[src/rtl/pc_stack_seq.sv]
// pc_stack_seq: parametrised program-counter sequencer with load, call/return,
// signed relative branch and increment, plus wrap / error / stack status flags.
// Optional feature macro: PC_RET_STACK_EN builds the return-address stack.
// Without it, call_pc acts as a plain load of call_tgt, ret_pc holds the PC, and
// the stk_* outputs are tied to 0.
module pc_stack_seq #(
    parameter int PC_W      = 6,
    parameter int STEP      = 1,
    parameter int STK_DEPTH = 4,
    parameter int RST_VAL   = 0
) (
    input  logic                           clk,
    input  logic                           clr_pc_n,
    input  logic                           ld_pc,
    input  logic [PC_W-1:0]                ld_val,
    input  logic                           call_pc,
    input  logic [PC_W-1:0]                call_tgt,
    input  logic                           ret_pc,
    input  logic                           br_pc,
    input  logic [PC_W-1:0]                br_off,
    input  logic                           inc_pc,
    output logic [PC_W-1:0]                pc_out,
    output logic                           pc_wrap,
    output logic [$clog2(STK_DEPTH+1)-1:0] stk_depth,
    output logic                           stk_ovf,
    output logic                           stk_unf,
    output logic                           cmd_err
);

    localparam int              DW     = $clog2(STK_DEPTH+1);
    localparam logic [PC_W-1:0] STEP_V = PC_W'(STEP);
    localparam logic [PC_W-1:0] RST_V  = PC_W'(RST_VAL);

    logic [PC_W-1:0] pc_q, pc_d;
    logic            wrap_q, wrap_d;
    logic            err_q, err_d;

    // One extra bit catches unsigned carry-out; two extra bits for the branch
    // sum give a sign bit (negative result) and an overflow bit (>= 2^PC_W).
    logic [PC_W:0]   inc_sum;
    logic [PC_W+1:0] br_sum;

    assign inc_sum = {1'b0, pc_q} + {1'b0, STEP_V};
    assign br_sum  = {2'b00, pc_q} + {{2{br_off[PC_W-1]}}, br_off};

`ifdef PC_RET_STACK_EN
    localparam logic [DW-1:0] FULL = DW'(STK_DEPTH);
    localparam logic [DW-1:0] ONE  = DW'(1);

    logic [PC_W-1:0] stk_q [STK_DEPTH];
    logic [DW-1:0]   depth_q, depth_d;
    logic            ovf_q, ovf_d;
    logic            unf_q, unf_d;
    logic            push, pop;
    logic [PC_W-1:0] top_val;
    logic            sel_call, sel_ret;

    // Priority slots for the stack commands: only the winning strobe acts.
    assign sel_call = !ld_pc && call_pc;
    assign sel_ret  = !ld_pc && !call_pc && ret_pc;

    // Top-of-stack read mux (entry depth-1); compare-based to avoid index width games.
    always_comb begin
        top_val = '0;
        for (int i = 0; i < STK_DEPTH; i++) begin
            if (DW'(i) == depth_q - ONE) top_val = stk_q[i];
        end
    end

    // Stack bookkeeping: push/pop decisions, depth and sticky error flags.
    always_comb begin
        depth_d = depth_q;
        ovf_d   = ovf_q;
        unf_d   = unf_q;
        push    = 1'b0;
        pop     = 1'b0;
        if (sel_call) begin
            if (depth_q == FULL) begin
                ovf_d = 1'b1;
            end else begin
                push    = 1'b1;
                depth_d = depth_q + ONE;
            end
        end else if (sel_ret) begin
            if (depth_q == '0) begin
                unf_d = 1'b1;
            end else begin
                pop     = 1'b1;
                depth_d = depth_q - ONE;
            end
        end
    end

    // Stack storage: return address (pc+STEP) written at the current depth; no reset needed.
    always_ff @(posedge clk) begin
        for (int i = 0; i < STK_DEPTH; i++) begin
            if (push && DW'(i) == depth_q) stk_q[i] <= inc_sum[PC_W-1:0];
        end
    end

    // Stack status registers, cleared only by reset.
    always_ff @(posedge clk) begin
        if (!clr_pc_n) begin
            depth_q <= '0;
            ovf_q   <= 1'b0;
            unf_q   <= 1'b0;
        end else begin
            depth_q <= depth_d;
            ovf_q   <= ovf_d;
            unf_q   <= unf_d;
        end
    end

    assign stk_depth = depth_q;
    assign stk_ovf   = ovf_q;
    assign stk_unf   = unf_q;
`else
    assign stk_depth = '0;
    assign stk_ovf   = 1'b0;
    assign stk_unf   = 1'b0;
`endif

    // Next-PC selection by fixed priority: ld > call > ret > br > inc > hold.
    always_comb begin
        pc_d   = pc_q;
        wrap_d = 1'b0;
        err_d  = $countones({ld_pc, call_pc, ret_pc, br_pc, inc_pc}) > 1;
        if (ld_pc) begin
            pc_d = ld_val;
        end else if (call_pc) begin
            pc_d = call_tgt;
        end else if (ret_pc) begin
`ifdef PC_RET_STACK_EN
            if (pop) pc_d = top_val;
`endif
        end else if (br_pc) begin
            pc_d   = br_sum[PC_W-1:0];
            wrap_d = |br_sum[PC_W+1:PC_W];
        end else if (inc_pc) begin
            pc_d   = inc_sum[PC_W-1:0];
            wrap_d = inc_sum[PC_W];
        end
    end

    // PC and one-cycle pulse registers.
    always_ff @(posedge clk) begin
        if (!clr_pc_n) begin
            pc_q   <= RST_V;
            wrap_q <= 1'b0;
            err_q  <= 1'b0;
        end else begin
            pc_q   <= pc_d;
            wrap_q <= wrap_d;
            err_q  <= err_d;
        end
    end

    assign pc_out  = pc_q;
    assign pc_wrap = wrap_q;
    assign cmd_err = err_q;

endmodule

[config.mk]
export PLATFORM = sky130hd
export DESIGN_NAME = pc_stack_seq
export DESIGN_NICKNAME = d
export VERILOG_FILES = /design/src/rtl/pc_stack_seq.sv
export SDC_FILE = /design/constraint.sdc
export NUM_CORES = 1
export LEC_CHECK = 0
export CAP_MARGIN = 10
export CELL_PAD_IN_SITES_DETAIL_PLACEMENT = 1
export CELL_PAD_IN_SITES_GLOBAL_PLACEMENT = 1
export CORE_AREA = 2 2 59 61
export CTS_CLUSTER_SIZE = 28
export DETAILED_ROUTE_END_ITERATION = 8
export DIE_AREA = 0 0 61 63
export PLACE_DENSITY = 0.79
export SYNTH_ARGS = -nofsm -noshare
export SYNTH_HDL_FRONTEND = slang
export SYNTH_SLANG_ARGS = --single-unit
[constraint.sdc]
create_clock -name clk -period 2.4 [get_ports clk]
set_clock_uncertainty 0.15 [all_clocks]
set_input_delay 0.48 -clock clk [delete_from_list [all_inputs] [get_ports clk]]
set_output_delay 0.48 -clock clk [all_outputs]
set_load 0.02 [all_outputs]
==> implementation parameters, run 1 <==
Parameter                              Value

Setup path
  Critical register-to-register path endpoint ... pc_wrap
  Category of the critical setup timing path ... in2reg
  Capturing element type of the critical path ... flop
  Critical path data required time ... 2420 ps
  Startpoint kind of the worst setup timing path ... input pin
  Number of cells traversed by the worst register-to-register path ... 6
  Launch instance of the worst register-to-register path ... pc_out[1]
  Worst Path Arrival ... 2320 ps
  Worst Path Max Fanout ... 2
  Reg2Reg Setup Slack ... 350 ps

STA
  Final hold viol count ... 0
  Tmin final ... 2290 ps
  Worst setup margin ... 108 ps
  Maximum clock rate ... 436 MHz
  Post-route fraction of the period consumed by the critical path ... 0.955
  Count of endpoints failing setup in the final report ... 0
  Final count of pins violating max slew ... 0
  Final worst hold slack ... 515 ps

Global routing
  Overall fraction of global-route tracks in use ... 0.160
  Pin count of the biggest net entering global routing ... 13
  Initial antenna violation count ... 0
  Total grt overflow ... 0
  Wire length of the first global-routing pass ... 4.73 mm
  Via count of the first global-routing pass ... 1027

Pwr
  Clock Power Share ... 0.207
  PnR Total Power ... 0.543 mW
  Cell Pwr Density ... 390 mW/mm²
  IR drop worst, VDD ... 140 µV
  Internal power of the cells ... 0.340 mW
  Total leakage power ... 0.603 nW
  NetSw ... 0.203 mW
  Fraction of power consumed by combinational cells ... 0.500
  Sequential cell fraction of total power ... 0.294
  Net Sw Frac ... 0.373

Synth
  Synthesized-area fraction occupied by ao, oa, aoi and oai cells ... 0.260
  Number of flops mapped to enable cells by yosys ... 0
  Number of instances in the synthesized netlist ... 120
  Post-Synth Simple-Gate Area ... 0.187
  #FFs+latches synth ... 8
  Yosys cell types ... 36
  Combined area of all synthesized cells ... 925 µm²
  Count of synthesis-stage warnings from yosys ... 0
  XOR/XNOR Fraction of Synth Area ... 0.0758
  Top flip-flop cell by instance count after synthesis ... dfxtp_1
  Main combinational cell family by area after synthesis ... compound AO/OA/AOI/OAI gates
  Multiplexer share of the synthesized area ... 0.0217
  Post-Synthesis Mean Instance Area ... 7.71 µm²
  Share of synthesized area occupied by flip-flops and latches ... 0.173
  Post-Synth Adder-Cell Area ... 0.179
  Post-synth ARST share ... 0

Placed design
  Placed cell count ... 207
  Number of input and output port buffers inserted ... 32
  Final Wtd Congestion ... 0.822
  Setup slack after placement ... -180 ps
  Area after detailed placement ... 0.00136 mm²
  Half-perimeter wire length after placement ... 2.39 mm

Die
  Height of the die ... 63 µm
  Standard cell core area ... 0.00323 mm²
  Chip Width ... 61 µm
  Effective utilization at floorplan ... 0.286
  # rows ... 21
  Io pins ... 38
  Area of the die ... 0.00384 mm²

Min path
  Hold crit path type ... reg2reg
  Hold path startpoint ... pc_out[4]
  Hold Path Stages ... 2
  Destination of the worst hold path ... pc_out[4]

Clock tree
  Clock insertion delay at the later pin of the skew report ... 260 ps
  Post-CTS Repair Setup Buffers ... 0
  Count of clock tree sinks ... 8
  Number of hold buffers added after cts ... 0
  CTS root buf ... clkbuf_4
  Bufs on Longest Clock Path ... 2
  Clock tree from TritonCTS ... done
  CTS clk-pin slew, worst paths ... 60 ps
  Number of H-tree branching levels ... 1
  Total CTS buffers ... 3

Outcome
  Outcome ... completed

Detailed routing
  Via count of the routed design ... 1030
  Number of iterations in the first detailed-routing pass ... 4
  Average wire length per cell after detail routing ... 14.4 µm
  Antenna Violating Nets Remaining ... 0
  Post-detailed-route DRC marker count ... 0
  Number of vias per cell after detailed routing ... 4.90
  1st-iter DRT viols ... 46
  DRT Wirelength ... 3.02 mm

Cells and area
  Area used by multi-input combinational logic ... 694 µm²
  Proportion of layout cells with a drive suffix above 1 ... 0.122
  Final antenna diode count ... 0
  Final std cell area, no fill ... 0.00139 mm²
  Number of nets in the layout ... 203
  Post-route insts no fill ... 210
  Register area ... 160 µm²
  Layout overhead on the synthesized area ... 50.3%
  Filler cell count in the final layout ... 409

Job
  Count of max-cap constraint violations ... 0
power by group through the flow:
| stage | Combinational, mW | Clock [mW] | Sequential, mW |
|---|---|---|---|
| after CTS | 0.269 | 0.114 | 0.160 |
| after detailed placement | 0.266 | 0 | 0.162 |
| after floorplan | 0.134 | 0 | 0.176 |
| final | 0.271 | 0.112 | 0.159 |
| after global placement | 0.257 | 0 | 0.162 |
| after global routing | 0.298 | 0.119 | 0.162 |
critical path, stage by stage:
cell and delay, ps:
clkdlybuf4s50_1 460, ha_1 170, inv_1 60, fa_1 410, xor2_1 190, a211oi_2 230, a21oi_1 70, a311oi_1 250
metal layers:
layer  GRT usage  part of all wire  vias to the layer above
li1            -                 -                      513
met1       0.190              0.44                      476
met3      0.0228             0.063                        4
met5           0                 0                        -
met4      0.0408            0.0083                        0
met2       0.289              0.49                       37
repair_timing:
item | in CTS | in global routing
endpoints found under the hold margin | 0 | 0
setup endpoints to repair | 0 | 2
gates resized for setup | 0 | 2
stage by stage:
stage	setup TNS (ps)	util
6_report	0	0.430
5_1_grt	-2.90	0.430
4_1_cts	0	0.428
3_5_place_dp	-321	0.421
3_3_place_gp	-200	0.421
2_1_floorplan	0	-
worst max-delay path by stage:
stage                         start         to  slack (ps)  cells past startpoint
after floorplan           pc_out[0]  pc_out[2]         320                      7
after global placement    br_off[0]  pc_out[2]         -90                      8
after detailed placement  br_off[0]  pc_out[2]        -180                      8
after CTS                 br_off[0]  pc_out[2]         100                      8
after global routing      br_off[0]  pc_out[2]          -3                      8
final                     br_off[0]  pc_out[2]         110                      8
flip-flops by register name (all words and copies together) (netlist names):
register  cells
cmd_err       1
pc_out        6
pc_wrap       1
logic make-up (layout without fill, tap and decap cells):
kind of cell	count (synthesis)	in the layout
AOI/OAI and AO/OA	36	36
xor gates and xnor gates	8	8
adders and majority gates	12	12
buffers and inverters	19	59
DFF	8	8
muxes	2	2
other	1	5
and+or+nand+nor	34	34
Yosys cell counts (all sizes together), types with 3 or more instances:
cell type / n / area (µm²)
nand3: 4 / 20.0
xnor2: 6 / 52.6
a21oi: 5 / 25.0
ha: 10 / 125
a31oi: 6 / 37.5
nor2: 7 / 28.8
buf: 7 / 47.6
o21ai: 10 / 53.8
inv: 12 / 45.0
nor2b: 3 / 18.8
nand2: 10 / 37.5
dfxtp: 8 / 160
o211ai: 3 / 22.5
layout make-up:
cell class / count / share of cell area
Timing Repair Buffer: 44 / 0.295
Multi-Input combinational cell: 97 / 0.500
Inverter: 12 / 0.0324
Tap cell: 46 / 0.0414
Clock buffer: 3 / 0.0162
Sequential cell: 8 / 0.115
placed cells by master, fill, tap and decap left out, drive strengths merged, types with 3 or more instances in the layout:
cell	instances
xnor2	6
inv	12
ha	10
nand3	4
nand2	10
o211ai	3
dfxtp	8
o21ai	10
conb	5
a21oi	5
clkdlybuf4s50	32
buf	12
nor2	7
clkbuf	3
nor2b	3
a31oi	6
Power figures use the tool's default switching activity.
==> run 2: changes to the inputs <==
- RECOVER_POWER: not set -> 100
==> run 2 against run 1 <==
  * Cell area is the same
  * Clock-buffer cell count is the same
  * Critical path depth is the same
  * Critical endpoint unchanged
==> implementation parameters, run 2 (synthesis results as in run 1) <==
Parameter                              Value

Outcome
  Outcome ... completed

Cells and area
  Proportion of layout cells with a drive suffix above 1 ... 0.122
  Leading cell type in the layout, fill and taps excluded ... clkdlybuf4s50_1
  Area used by multi-input combinational logic ... 694 µm²
  End-of-flow core utilization ... 0.430
  Register area ... 160 µm²
  Layout overhead on the synthesized area ... 50.3%
  Filler cell count in the final layout ... 409
  Post-route insts no fill ... 210
  Final antenna diode count ... 0
  Number of nets in the layout ... 203
  Number of flip-flops in the largest register ... 6
  Most used cells in the layout excluding fill and tap cells ... clkdlybuf4s50_1 (23), inv_1 (12), buf_4 (12)

Clock tree
  CTS clk-pin slew, worst paths ... 60 ps
  Clock tree from TritonCTS ... done
  Count of clock tree sinks ... 8
  Number of hold buffers added after cts ... 0
  Number of H-tree branching levels ... 1
  CTS root buf ... clkbuf_4
  Clock insertion delay at the later pin of the skew report ... 260 ps
  Bufs on Longest Clock Path ... 2
  Total CTS buffers ... 3

Pwr
  Sequential cell fraction of total power ... 0.296
  Net Sw Frac ... 0.375
  IR drop worst, VDD ... 139 µV
  Cell Pwr Density ... 386 mW/mm²
  Clock Power Share ... 0.208
  Internal power of the cells ... 0.336 mW
  Total leakage power ... 0.620 nW
  Fraction of power consumed by combinational cells ... 0.497
  NetSw ... 0.202 mW

Die
  Chip Width ... 61 µm
  # rows ... 21
  Area of the die ... 0.00384 mm²
  Effective utilization at floorplan ... 0.286
  Io pins ... 38
  Height of the die ... 63 µm
  Standard cell core area ... 0.00323 mm²

Placed design
  Number of input and output port buffers inserted ... 32
  Setup slack after placement ... -180 ps
  Final Wtd Congestion ... 0.822
  Placed cell count ... 207
  Half-perimeter wire length after placement ... 2.39 mm

Setup path
  Critical path data required time ... 2420 ps
  Number of cells traversed by the worst register-to-register path ... 6
  Capturing element type of the critical path ... flop
  Sequence of cells on the critical path ... clkdlybuf4s50_1 > ha_1 > inv_1 > fa_1 > xor2_1 > a211oi_2 > a21oi_1 > a311oi_1
  Worst Path Buf+Inv ... 2
  Worst path max stage delay ... 460 ps
  Reg2Reg Setup Slack ... 360 ps
  Top delay family on crit path ... adder cells
  Launch instance of the worst register-to-register path ... pc_out[1]
  Startpoint kind of the worst setup timing path ... input pin
  Worst Path Arrival ... 2330 ps
  Category of the critical setup timing path ... in2reg
  Slowest CP cell ... clkdlybuf4s50_1
  Critical register-to-register path endpoint ... pc_wrap
  Worst Path Max Fanout ... 2

Global routing
  Initial antenna violation count ... 0
  Overall fraction of global-route tracks in use ... 0.160
  Wire length of the first global-routing pass ... 4.73 mm
  Via count of the first global-routing pass ... 1027
  Total grt overflow ... 0
  Pin count of the biggest net entering global routing ... 13

Min path
  Hold crit path type ... reg2reg
  Destination of the worst hold path ... pc_out[4]
  Hold path startpoint ... pc_out[4]
  Hold Path Stages ... 2

Detailed routing
  Via count of the routed design ... 1030
  Post-detailed-route DRC marker count ... 0
  DRT Wirelength ... 3.01 mm
  Number of vias per cell after detailed routing ... 4.90
  Number of iterations in the first detailed-routing pass ... 4
  Antenna Violating Nets Remaining ... 0
  1st-iter DRT viols ... 40
  Average wire length per cell after detail routing ... 14.3 µm

STA
  Tmin final ... 2310 ps
  Final count of pins violating max slew ... 0
  Maximum clock rate ... 433 MHz
  Count of endpoints failing setup in the final report ... 0
  Final hold viol count ... 0
  Post-route fraction of the period consumed by the critical path ... 0.963
  Worst setup margin ... 88.5 ps

Job
  Count of max-cap constraint violations ... 0
## run 2: cell types whose count changed in the layout (fill, tap and decap cells not counted)
| cell | before | now |
|---|---|---|
| dlygate4sd3_1 | 0 | 9 |
| clkdlybuf4s50_1 | 32 | 23 |
## run 2: area by class of cell
cell class	instances	share of cell area
clock buffer	3	0.0162
inverter	12	0.0324
multi-input combinational	97	0.500
sequential	8	0.115
tap	46	0.0414
timing repair buffer	44	0.295
## run 2: metal layers
layer	vias to the layer above	track usage	part of all wire	wire length, µm
li1	513	-	-	-
met1	476	0.190	0.43	1300
met2	37	0.289	0.49	1490
met3	4	0.0228	0.065	196
met4	0	0.0408	0.0083	25
met5	-	0	0	0
## run 2: power groups by stage
stage	clock, mW	combinational [mW]	sequential (mW)
2_1_floorplan	0	0.134	0.176
3_3_place_gp	0	0.257	0.162
3_5_place_dp	0	0.266	0.162
4_1_cts	0.114	0.269	0.160
5_1_grt	0.119	0.294	0.161
6_report	0.112	0.267	0.159
## run 2: how the worst max path moves through the flow
stage,from,endpoint,cells past startpoint,slack (ps)
final,br_off[0],pc_out[2],8,90
after global routing,br_off[0],pc_out[2],8,-3
after CTS,br_off[0],pc_out[2],8,100
after detailed placement,br_off[0],pc_out[2],8,-180
after global placement,br_off[0],pc_out[2],8,-90
after floorplan,pc_out[0],pc_out[2],7,320
## run 2: per-stage QoR
stage                     TNS [ps]  hold WS, ps  power, mW  instance area, µm²
after global routing         -2.90          571      0.574                1390
after detailed placement      -321          496      0.428                1360
after global placement        -200          482      0.419                1360
after floorplan                  0          468      0.310                 940
after CTS                        0          515      0.543                1380
final                            0          505      0.537                1390
## run 2: worst register-to-register path: cells and delay by family, from the launching register on
family                     cells  cell delay [ps]
adders and majority gates      1              290
AOI/OAI and AO/OA              3              610
DFF                            1              460
and+or+nand+nor                2              400
## run 2: repair_timing
action / CTS / global route
endpoints found under the hold margin: 0 / 0
gates resized for setup: 0 / 2
buffers inserted: 0 / 0
endpoints found under the setup margin: 0 / 2
==> run 3: changes to the inputs <==
- PLACE_DENSITY: 0.79 -> 0.86
==> run 3 against run 2 <==
  * Sequential share of layout area grew 0.20 points
  * First-iteration DRC count shrank 20%
  * Sequential power grew 4%
  * Combinational power shrank 4%
  * Via count grew 0.87%
  * Non-clock buffer count shrank 2
  * Clock power is essentially flat
  * Utilization shrank 0.74 points
==> implementation parameters, run 3 (synthesis results as in run 1) <==
Parameter                              Value

Detailed routing
  1st-iter DRT viols ... 32
  Via count of the routed design ... 1039
  Antenna Violating Nets Remaining ... 0
  Number of vias per cell after detailed routing ... 5.00
  Number of iterations in the first detailed-routing pass ... 4
  Post-detailed-route DRC marker count ... 0
  Average wire length per cell after detail routing ... 15.3 µm
  DRT Wirelength ... 3.19 mm

Die
  Height of the die ... 63 µm
  Chip Width ... 61 µm
  Area of the die ... 0.00384 mm²
  Standard cell core area ... 0.00323 mm²
  Io pins ... 38
  Effective utilization at floorplan ... 0.286
  # rows ... 21

Setup path
  Worst Path Arrival ... 2210 ps
  Worst path max stage delay ... 430 ps
  Sequence of cells on the critical path ... clkdlybuf4s50_1 > ha_1 > a211oi_2 > o21ai_0 > o211a_1 > nor4b_1 > nor3_1
  Reg2Reg Setup Slack ... 320 ps
  Capturing element type of the critical path ... flop
  Critical register-to-register path endpoint ... pc_wrap
  Critical path data required time ... 2390 ps
  Slowest CP cell ... clkdlybuf4s50_1
  Number of cells traversed by the worst register-to-register path ... 8
  Startpoint kind of the worst setup timing path ... input pin
  Worst Path Max Fanout ... 3
  Launch instance of the worst register-to-register path ... pc_out[0]
  Category of the critical setup timing path ... in2reg

Cells and area
  Layout overhead on the synthesized area ... 47.8%
  End-of-flow core utilization ... 0.423
  Final std cell area, no fill ... 0.00137 mm²
  Most used cells in the layout excluding fill and tap cells ... clkdlybuf4s50_1 (23), inv_1 (12), nand2_1 (10), ha_1 (10), buf_4 (10)
  Number of flip-flops in the largest register ... 6
  Proportion of layout cells with a drive suffix above 1 ... 0.0988
  Final antenna diode count ... 0
  Number of nets in the layout ... 201
  Leading cell type in the layout, fill and taps excluded ... clkdlybuf4s50_1
  Post-route insts no fill ... 208

Pwr
  Cell Pwr Density ... 388 mW/mm²
  IR drop worst, VDD ... 117 µV
  Internal power of the cells ... 0.331 mW
  Net Sw Frac ... 0.375
  Fraction of power consumed by combinational cells ... 0.484
  NetSw ... 0.199 mW
  PnR Total Power ... 0.530 mW
  Sequential cell fraction of total power ... 0.311
  Total leakage power ... 0.607 nW
  Clock Power Share ... 0.205

Min path
  Hold Path Stages ... 2
  Hold crit path type ... reg2reg
  Destination of the worst hold path ... pc_out[4]
  Hold path startpoint ... pc_out[4]

Global routing
  Wire length of the first global-routing pass ... 5.20 mm
  Initial antenna violation count ... 0
  Via count of the first global-routing pass ... 1112
  Overall fraction of global-route tracks in use ... 0.179
  Pin count of the biggest net entering global routing ... 13
  Total grt overflow ... 0

Job
  Count of max-cap constraint violations ... 0

Placed design
  Setup slack after placement ... -159 ps
  Half-perimeter wire length after placement ... 2.55 mm
  Number of input and output port buffers inserted ... 32
  Placed cell count ... 205
  Final Wtd Congestion ... 0.798
  Area after detailed placement ... 0.00135 mm²

STA
  Setup repair after global routing missed its margin ... false
  Final hold viol count ... 0
  Maximum clock rate ... 449 MHz
  Fin Setup TNS ... 0 ps
  Worst setup margin ... 175 ps
  Final worst hold slack ... 513 ps
  Tmin final ... 2220 ps
  Post-route fraction of the period consumed by the critical path ... 0.927
  Final count of pins violating max slew ... 0
  Count of endpoints failing setup in the final report ... 0

Outcome
  Outcome ... completed

Clock tree
  CTS root buf ... clkbuf_4
  Count of clock tree sinks ... 8
  CTS clk-pin slew, worst paths ... 60 ps
  Total CTS buffers ... 3
  Number of H-tree branching levels ... 1
  Clock insertion delay at the later pin of the skew report ... 260 ps
  Bufs on Longest Clock Path ... 2
  Clock tree from TritonCTS ... done
[run 3: critical path, delay by kind of cell]
family,cells,cell delay (ps)
compound gates,3,590
fa+ha+maj,1,310
buf+inv,1,430
simple gates,2,400
[run 3: metal layers]
metal,GRT usage,routed length (µm)
met3,0.0248,152
met1,0.200,1350
met5,0,0
met2,0.327,1630
met4,0.0652,60
[run 3: area by class of cell]
cell class                 count  area (µm²)
timing repair buffer          42         395
inverter                      12        45.0
clock buffer                   3        22.5
tap                           46        57.6
fill                         415        1870
multi-input combinational     97         686
sequential                     8         160
[run 3: timing repair]
action,4_1_cts,5_1_grt
endpoints found under the setup margin,0,2
hold buffers,0,0
resized for setup,0,2
setup buffers,0,0
[run 3: worst max-delay path by stage]
stage	slack, ps	end	from	cells after the start
after floorplan	320	pc_out[2]	pc_out[0]	7
after detailed placement	-160	pc_wrap	br_off[0]	9
after global routing	40	pc_out[2]	ld_pc	8
final	180	pc_wrap	br_off[1]	7
after CTS	110	pc_wrap	br_off[0]	9
after global placement	-90	pc_out[2]	br_off[0]	8
[run 3: power groups by stage]
| stage | combinational (mW) | clock, mW | sequential [mW] |
|---|---|---|---|
| floorplan | 0.134 | 0 | 0.176 |
| global placement | 0.247 | 0 | 0.166 |
| detailed placement | 0.260 | 0 | 0.167 |
| CTS | 0.262 | 0.113 | 0.165 |
| global route | 0.284 | 0.118 | 0.167 |
| finish | 0.257 | 0.109 | 0.165 |
